==> src/rtl/mul_unit_if.sv <==
// ---------------------------------------------------------------------------
// mul_unit_if -- Execute-stage multiplier handshake bundle.
//
// Groups the pipeline <-> multiplier signals so the Execute stage and the
// multiplier share one connection point.
//
// Signals:
//   MulStartE  (pipe -> mul) 1  MUL/MLA in Execute, already condition-gated
//   MulAccE    (pipe -> mul) 1  1 = MLA (accumulate), 0 = MUL
//   SrcAE      (pipe -> mul) 32 multiplicand (Rm)
//   SrcBE      (pipe -> mul) 32 multiplier (Rs)
//   AccE       (pipe -> mul) 32 accumulate operand (Rn)
//   FlushE     (pipe -> mul) 1  Execute flush from the hazard unit
//   MulStallE  (mul -> pipe) 1  hold F/D/E while the multiply runs
//   MulDoneE   (mul -> pipe) 1  one-cycle pulse, result valid
//   MulResultE (mul -> pipe) 32 low word of SrcAE*SrcBE [+AccE]
//   MulFlagsE  (mul -> pipe) 2  {N,Z} of MulResultE
//
// Modports: slave = multiplier side, master = pipeline side.
// ---------------------------------------------------------------------------
interface mul_unit_if;
  logic        MulStartE;
  logic        MulAccE;
  logic [31:0] SrcAE;
  logic [31:0] SrcBE;
  logic [31:0] AccE;
  logic        FlushE;
  logic        MulStallE;
  logic        MulDoneE;
  logic [31:0] MulResultE;
  logic [1:0]  MulFlagsE;

  modport slave (
    input  MulStartE,
    input  MulAccE,
    input  SrcAE,
    input  SrcBE,
    input  AccE,
    input  FlushE,
    output MulStallE,
    output MulDoneE,
    output MulResultE,
    output MulFlagsE
  );

  modport master (
    output MulStartE,
    output MulAccE,
    output SrcAE,
    output SrcBE,
    output AccE,
    output FlushE,
    input  MulStallE,
    input  MulDoneE,
    input  MulResultE,
    input  MulFlagsE
  );
endinterface

==> src/rtl/mul_unit.sv <==
// ---------------------------------------------------------------------------
// mul_unit -- iterative shift-and-add 32x32 multiplier (low word) for the
// Execute stage, supporting MUL and MLA.
//
// Ports:
//   clk    input   rising-edge clock shared with the pipeline
//   reset  input   synchronous active-high reset
//   bus    mul_unit_if.slave  handshake/operand/result bundle
//
// Operation: a start in IDLE latches the operands and stalls the pipeline
// combinationally in that same cycle. BUSY then retires one multiplier bit
// per cycle. DONE presents the result for exactly one cycle with the stall
// released, so the instruction leaves Execute carrying the result.
//
// Build option: define MUL_EARLY_TERM_EN to leave BUSY as soon as the
// remaining multiplier bits are all zero (and to skip BUSY entirely for a
// zero multiplier). Results are identical in both builds; only latency
// changes. Without the macro every multiply takes 32 BUSY cycles.
// ---------------------------------------------------------------------------
module mul_unit (
  input  logic             clk,
  input  logic             reset,
  mul_unit_if.slave        bus
);

  typedef enum logic [1:0] {
    ST_IDLE = 2'd0,
    ST_BUSY = 2'd1,
    ST_DONE = 2'd2
  } state_t;

  state_t      state_q,  state_d;
  logic [31:0] mcand_q,  mcand_d;   // multiplicand, shifts left
  logic [31:0] mplr_q,   mplr_d;    // multiplier, shifts right
  logic [31:0] acc_q,    acc_d;     // running partial sum
  logic [4:0]  cnt_q,    cnt_d;     // iteration index within BUSY
  logic [31:0] result_q, result_d;  // last delivered result
  logic [1:0]  flags_q,  flags_d;   // last delivered {N,Z}

  logic        start_ok;
  logic        last_iter;
  logic        deliver;
  logic [31:0] acc_step;
  logic [1:0]  acc_flags;

  // A start is honoured only from IDLE and never together with a flush.
  assign start_ok  = (state_q == ST_IDLE) && bus.MulStartE && !bus.FlushE;

  // The result is handed over only in an unflushed DONE cycle.
  assign deliver   = (state_q == ST_DONE) && !bus.FlushE;

  // One shift-and-add step: add the multiplicand when the current
  // multiplier LSB is set. Wraps modulo 2^32, which is also the correct
  // low word for two's-complement operands.
  assign acc_step  = acc_q + (mplr_q[0] ? mcand_q : 32'h0);

  assign acc_flags = {acc_q[31], (acc_q == 32'h0)};

`ifdef MUL_EARLY_TERM_EN
  // Finish after the iteration that leaves no set bits in the shifted
  // multiplier. The counter bound is kept as a backstop; it coincides with
  // the multiplier emptying out anyway.
  assign last_iter = (mplr_q[31:1] == 31'h0) || (cnt_q == 5'd31);
`else
  assign last_iter = (cnt_q == 5'd31);
`endif

  // -------------------------------------------------------------------------
  // Next-state and datapath
  // -------------------------------------------------------------------------
  always_comb begin
    state_d  = state_q;
    mcand_d  = mcand_q;
    mplr_d   = mplr_q;
    acc_d    = acc_q;
    cnt_d    = cnt_q;
    result_d = result_q;
    flags_d  = flags_q;

    unique case (state_q)
      ST_IDLE: begin
        if (start_ok) begin
          mcand_d = bus.SrcAE;
          mplr_d  = bus.SrcBE;
          acc_d   = bus.MulAccE ? bus.AccE : 32'h0;
          cnt_d   = 5'd0;
`ifdef MUL_EARLY_TERM_EN
          // A zero multiplier contributes nothing: the accumulator already
          // holds the final answer.
          state_d = (bus.SrcBE == 32'h0) ? ST_DONE : ST_BUSY;
`else
          state_d = ST_BUSY;
`endif
        end
      end

      ST_BUSY: begin
        acc_d   = acc_step;
        mcand_d = {mcand_q[30:0], 1'b0};
        mplr_d  = {1'b0, mplr_q[31:1]};
        cnt_d   = cnt_q + 5'd1;
        if (bus.FlushE) begin
          state_d = ST_IDLE;
        end else if (last_iter) begin
          state_d = ST_DONE;
        end
      end

      ST_DONE: begin
        if (deliver) begin
          result_d = acc_q;
          flags_d  = acc_flags;
        end
        state_d = ST_IDLE;
      end

      default: begin
        state_d = ST_IDLE;
      end
    endcase
  end

  // -------------------------------------------------------------------------
  // State registers; reset wins over flush and start.
  // -------------------------------------------------------------------------
  always_ff @(posedge clk) begin
    if (reset) begin
      state_q  <= ST_IDLE;
      mcand_q  <= 32'h0;
      mplr_q   <= 32'h0;
      acc_q    <= 32'h0;
      cnt_q    <= 5'd0;
      result_q <= 32'h0;
      flags_q  <= 2'b00;
    end else begin
      state_q  <= state_d;
      mcand_q  <= mcand_d;
      mplr_q   <= mplr_d;
      acc_q    <= acc_d;
      cnt_q    <= cnt_d;
      result_q <= result_d;
      flags_q  <= flags_d;
    end
  end

  // -------------------------------------------------------------------------
  // Outputs
  // -------------------------------------------------------------------------
  // The stall must cover the start cycle itself, hence the combinational
  // IDLE term. DONE is deliberately excluded so the instruction retires.
  assign bus.MulStallE  = start_ok || (state_q == ST_BUSY);
  assign bus.MulDoneE   = deliver;

  // During DONE the live accumulator is shown; otherwise the last delivered
  // value is held.
  assign bus.MulResultE = deliver ? acc_q     : result_q;
  assign bus.MulFlagsE  = deliver ? acc_flags : flags_q;

endmodule
==> src/flat_wrapper.sv <==
// flat-port wrapper written by rule: the top's interface ports become plain ports
module mul_unit_flat 
  (clk, reset, bus_MulStartE, bus_MulAccE, bus_SrcAE, bus_SrcBE, bus_AccE, bus_FlushE, bus_MulStallE, bus_MulDoneE, bus_MulResultE, bus_MulFlagsE);
  mul_unit_if bus_i ();
  input  logic clk;
  input  logic reset;
  input wire logic [$bits(bus_i.MulStartE)-1:0] bus_MulStartE;
  input wire logic [$bits(bus_i.MulAccE)-1:0] bus_MulAccE;
  input wire logic [$bits(bus_i.SrcAE)-1:0] bus_SrcAE;
  input wire logic [$bits(bus_i.SrcBE)-1:0] bus_SrcBE;
  input wire logic [$bits(bus_i.AccE)-1:0] bus_AccE;
  input wire logic [$bits(bus_i.FlushE)-1:0] bus_FlushE;
  output wire logic [$bits(bus_i.MulStallE)-1:0] bus_MulStallE;
  output wire logic [$bits(bus_i.MulDoneE)-1:0] bus_MulDoneE;
  output wire logic [$bits(bus_i.MulResultE)-1:0] bus_MulResultE;
  output wire logic [$bits(bus_i.MulFlagsE)-1:0] bus_MulFlagsE;
  assign bus_i.MulStartE = bus_MulStartE;
  assign bus_i.MulAccE = bus_MulAccE;
  assign bus_i.SrcAE = bus_SrcAE;
  assign bus_i.SrcBE = bus_SrcBE;
  assign bus_i.AccE = bus_AccE;
  assign bus_i.FlushE = bus_FlushE;
  assign bus_MulStallE = bus_i.MulStallE;
  assign bus_MulDoneE = bus_i.MulDoneE;
  assign bus_MulResultE = bus_i.MulResultE;
  assign bus_MulFlagsE = bus_i.MulFlagsE;
  mul_unit u_core (.clk(clk), .reset(reset), .bus(bus_i));
endmodule
==> config.mk <==
export PLATFORM = sky130hd
export DESIGN_NAME = mul_unit_flat
export DESIGN_NICKNAME = d
export VERILOG_FILES = /design/src/rtl/mul_unit_if.sv /design/src/rtl/mul_unit.sv /design/src/flat_wrapper.sv
export SDC_FILE = /design/constraint.sdc
export NUM_CORES = 1
export LEC_CHECK = 0
export CORE_MARGIN = 1
export CORE_UTILIZATION = 34
export CTS_BUF_LIST = sky130_fd_sc_hd__clkbuf_4 sky130_fd_sc_hd__clkbuf_8
export DETAILED_ROUTE_END_ITERATION = 10
export GPL_TIMING_DRIVEN = 0
export PLACE_DENSITY = 0.54
export REMOVE_ABC_BUFFERS = 1
export SYNTH_ARGS = -nofsm -noshare
export SYNTH_HDL_FRONTEND = slang
export SYNTH_SLANG_ARGS = --single-unit
==> constraint.sdc <==
create_clock -name clk -period 6.19 [get_ports clk]
set_input_delay 1.238 -clock clk [delete_from_list [all_inputs] [get_ports clk]]
set_output_delay 1.238 -clock clk [all_outputs]
set_load 0.05 [all_outputs]
==> key figures <==
Clocking
  • Num CTS Buffers: 17
  • Clk buf depth: 2
  • H-tree levels: 4
  • CTS tree: done
  • Worst-path clk slew: 80 ps
  • Post-cts resize count: 0
  • CTS Hold Buffers Added: 0
  • Clock Tree Root: clkbuf_8
  • Clk_lat worst skew: 460 ps
  • Post-CTS Setup Bufs: 0
  • Clk sink count: 137

Run status
  • Failing checks: design-rule violations
  • Status: finished with violations

Die
  • Row cnt: 55
  • Die Height: 153 um
  • IO Pins: 137
  • Die area: 23500 sq um
  • Core footprint: 22600 sq um
  • Initial core utilization: 34.5%
  • DIE WIDTH: 153 um

Pwr
  • Psw: 622 uW
  • Internal power: 1.54 mW
  • Flop pwr share: 45.5%
  • Power share of the clock group: 38.9%
  • Maximum VDD drop: 107 uV
  • Sw Share: 28.7%
  • PD cells: 220 nW/um^2
  • Combinational power share: 15.7%
  • Leak: 3.96 nW
  • Total power draw: 2.17 mW

GRT
  • GRT overflow: 0
  • First-pass GRT wire length: 37900 um
  • Antenna violations before repair: 0
  • Largest net degree at the start of global routing: 82
  • Total track usage: 20.1%
  • Vias in the first global route: 7140

Cells and area
  • Most frequent cells in the layout: nand2_1, dfxtp_1, clkdlybuf4s50_1
  • ANT cells: 0
  • Layout cells sized above 1: 5.12%
  • Most common cell after layout, fill and taps aside: nand2_1
  • Fin nets: 1275
  • Synth-to-Final Area Change: 26.3%
  • Final Cell Area: 9850 sq um

Timing
  • RSZ-0062 raised after global routing: no
  • Final worst slack: 341 ps
  • Fin crit share: 94.5%
  • Max Freq: 0.171 GHz
  • Slew HR: 16.4%
  • Setup Total Neg Slack: 0 ps
  • Clock Skews: 18.9 ps
  • Final setup vio count: 0
  • Pins Over Slew Limit: 0
  • Worst-margin pin slew: 1250 ps
  • Minimum clock period: 5850 ps
  • Final Hold Fails: 0

Setup path
  • Max Fanout on Critical Path: 33
  • Startpoint Class: input port
  • CP startpoint: bus_FlushE
  • CP Capture Type: output port
  • Critical path type: in -> out
  • Worst r2r dst: u_core.acc_q[23]$_SDFFE_PP0P_
  • Critical Path RT: 4950 ps
  • Worst EP arrival: 4610 ps
  • Internal reg-to-reg setup slack: 2490 ps
  • Worst r2r path cells: 9
  • Worst r2r src: u_core.mplr_q[0]$_SDFFE_PP0P_

Route
  • Via count: 7543
  • # DRC: 2
  • Routed WL: 23300 um
  • Average routed wire per standard cell: 16.2 um
  • Via density: 5.25
  • DRT Pass-1 Iters: 8
  • Detailed Route Iter0 Violations: 510
  • Post-route ant nets: 0

Logic synthesis
  • Post-synth ARST share: 0%
  • Most used DFF post-synth: dfxtp_1
  • Number of enable flip-flop cells after synthesis: 0
  • Post-synth cell types: 60
  • Yosys reg bits: 137
  • Synthesized instance count: 1055
  • YS warnings: 0
  • Syn Std Cell Area: 7800 sq um
  • Post-synthesis sequential area ratio: 35.2%
  • Mean area per synthesized cell: 7.39 sq um

Hold path
  • Worst Hold Class: reg -> reg
  • Worst Hold Launch: u_core.result_q[31]$_SDFFE_PP0N_
  • Hold Crit Depth: 2
  • Hold Crit Endpoint: u_core.result_q[31]$_SDFFE_PP0N_

Place
  • I/O Buffers: 136
  • Placed cell area: 9380 sq um
  • Final GP Congestion: 0.870
  • Setup WS pre-CTS: 279 ps
  • Placed wire-length estimate: 16100 um

Job
  • Max-cap violations: 0
-- power groups by stage --
stage | Combinational, mW | Sequential, mW | Clock (mW)
final | 0.339 | 0.984 | 0.842
after global routing | 0.379 | 0.992 | 0.901
after CTS | 0.339 | 0.984 | 0.865
after detailed placement | 0.338 | 1.00 | 0
after global placement | 0.340 | 1.00 | 0
after floorplan | 0.196 | 0.985 | 0
-- layer usage --
| metal | global-route usage [%] | part of all wire, % |
|---|---|---|
| met5 | 0 | 0 |
| met4 | 4.62 | 1.0 |
| met3 | 4.56 | 5.0 |
| met2 | 32.0 | 45 |
| met1 | 27.4 | 49 |
-- cells in the mapped netlist, types with 2 or more instances --
master       n  area, sq um
buf_1        9         33.8
nor2b_1     35          219
o31ai_1      2         15.0
nor3_1      20          100
xor2_1      12          105
dfxtp_1    137         2740
o21bai_1     7         52.6
or3_1        6         37.5
a21oi_2      2         17.5
a211oi_1     5         37.5
a2111oi_2    3         45.0
a21o_1      10         75.1
a21oi_1     60          300
nand2b_1     3         18.8
xnor2_1     10         87.6
inv_1       11         41.3
buf_2        7         35.0
and2_1      33          206
a221oi_1    12          105
a311oi_1    71          622
a31oi_1      4         25.0
o21ai_0     17         85.1
nor2_1     110          413
nand2_1    272         1020
ha_1        33          413
o211ai_1     6         45.0
a2111oi_0    2         17.5
nand4_1     17          106
clkbuf_1    61          229
o22ai_1      3         18.8
and3_1       9         56.3
o21ai_1      3         15.0
clkbuf_2     2         10.0
o21a_1       2         15.0
nor4_1       9         56.3
and4_1       3         26.3
a21boi_0     2         15.0
nand3_1     23          115
-- cell families after synthesis --
family                   Yosys count  share of synthesized area (%)
AO/OA/AOI/OAI                    224                           21.0
XOR/XNOR                          22                           2.47
adder cells (fa/ha/maj)           34                           5.55
buffers and inverters             91                           4.57
flip-flops                       137                           35.2
multiplexers                       1                          0.128
AND/OR/NAND/NOR                  546                           31.1
-- per-stage QoR --
stage | hold slack (ps) | utilization (%) | cells
after global routing | 491 | 43.6 | 1438
final | 466 | 43.6 | 1438
after CTS | 469 | 43.5 | 1437
after global placement | 452 | 40.8 | 1396
after floorplan | 438 | - | 975
after detailed placement | 457 | 41.6 | 1405
-- worst max path at each step --
stage / end / slack (ps) / cells past startpoint
after global placement: u_core.mcand_q[19]$_SDFFE_PP0P_ / -2860 / 5
after CTS: bus_MulResultE[31] / 250 / 7
final: bus_MulFlagsE[1] / 340 / 7
after global routing: bus_MulResultE[31] / 80 / 7
after floorplan: u_core.acc_q[0]$_SDFFE_PP0P_ / 880 / 4
after detailed placement: bus_MulResultE[31] / 280 / 7
-- final cells by class --
type	instances	area, sq um
Fill cell	2363	12700
Sequential cell	137	2740
Tap cell	285	357
Clock buffer	18	248
Multi-Input combinational cell	827	4720
Inverter	11	41.3
Clock inverter	14	195
Timing Repair Buffer	146	1550
-- sequential cells by signal, summed over array words and instances, names as in the netlist --
register and cells:
u_core.result_q 32, u_core.state_q 2, u_core.flags_q 2, u_core.cnt_q 5
u_core.mplr_q 32, u_core.mcand_q 32, u_core.acc_q 32
-- critical path, stage by stage --
cell,delay [ps]
clkdlybuf4s50_1,470
nor2_1,110
nand2_1,390
inv_1,1080
nand2_1,360
nand2_1,140
clkdlybuf4s50_1,800
(Power assumes the default switching activity.)
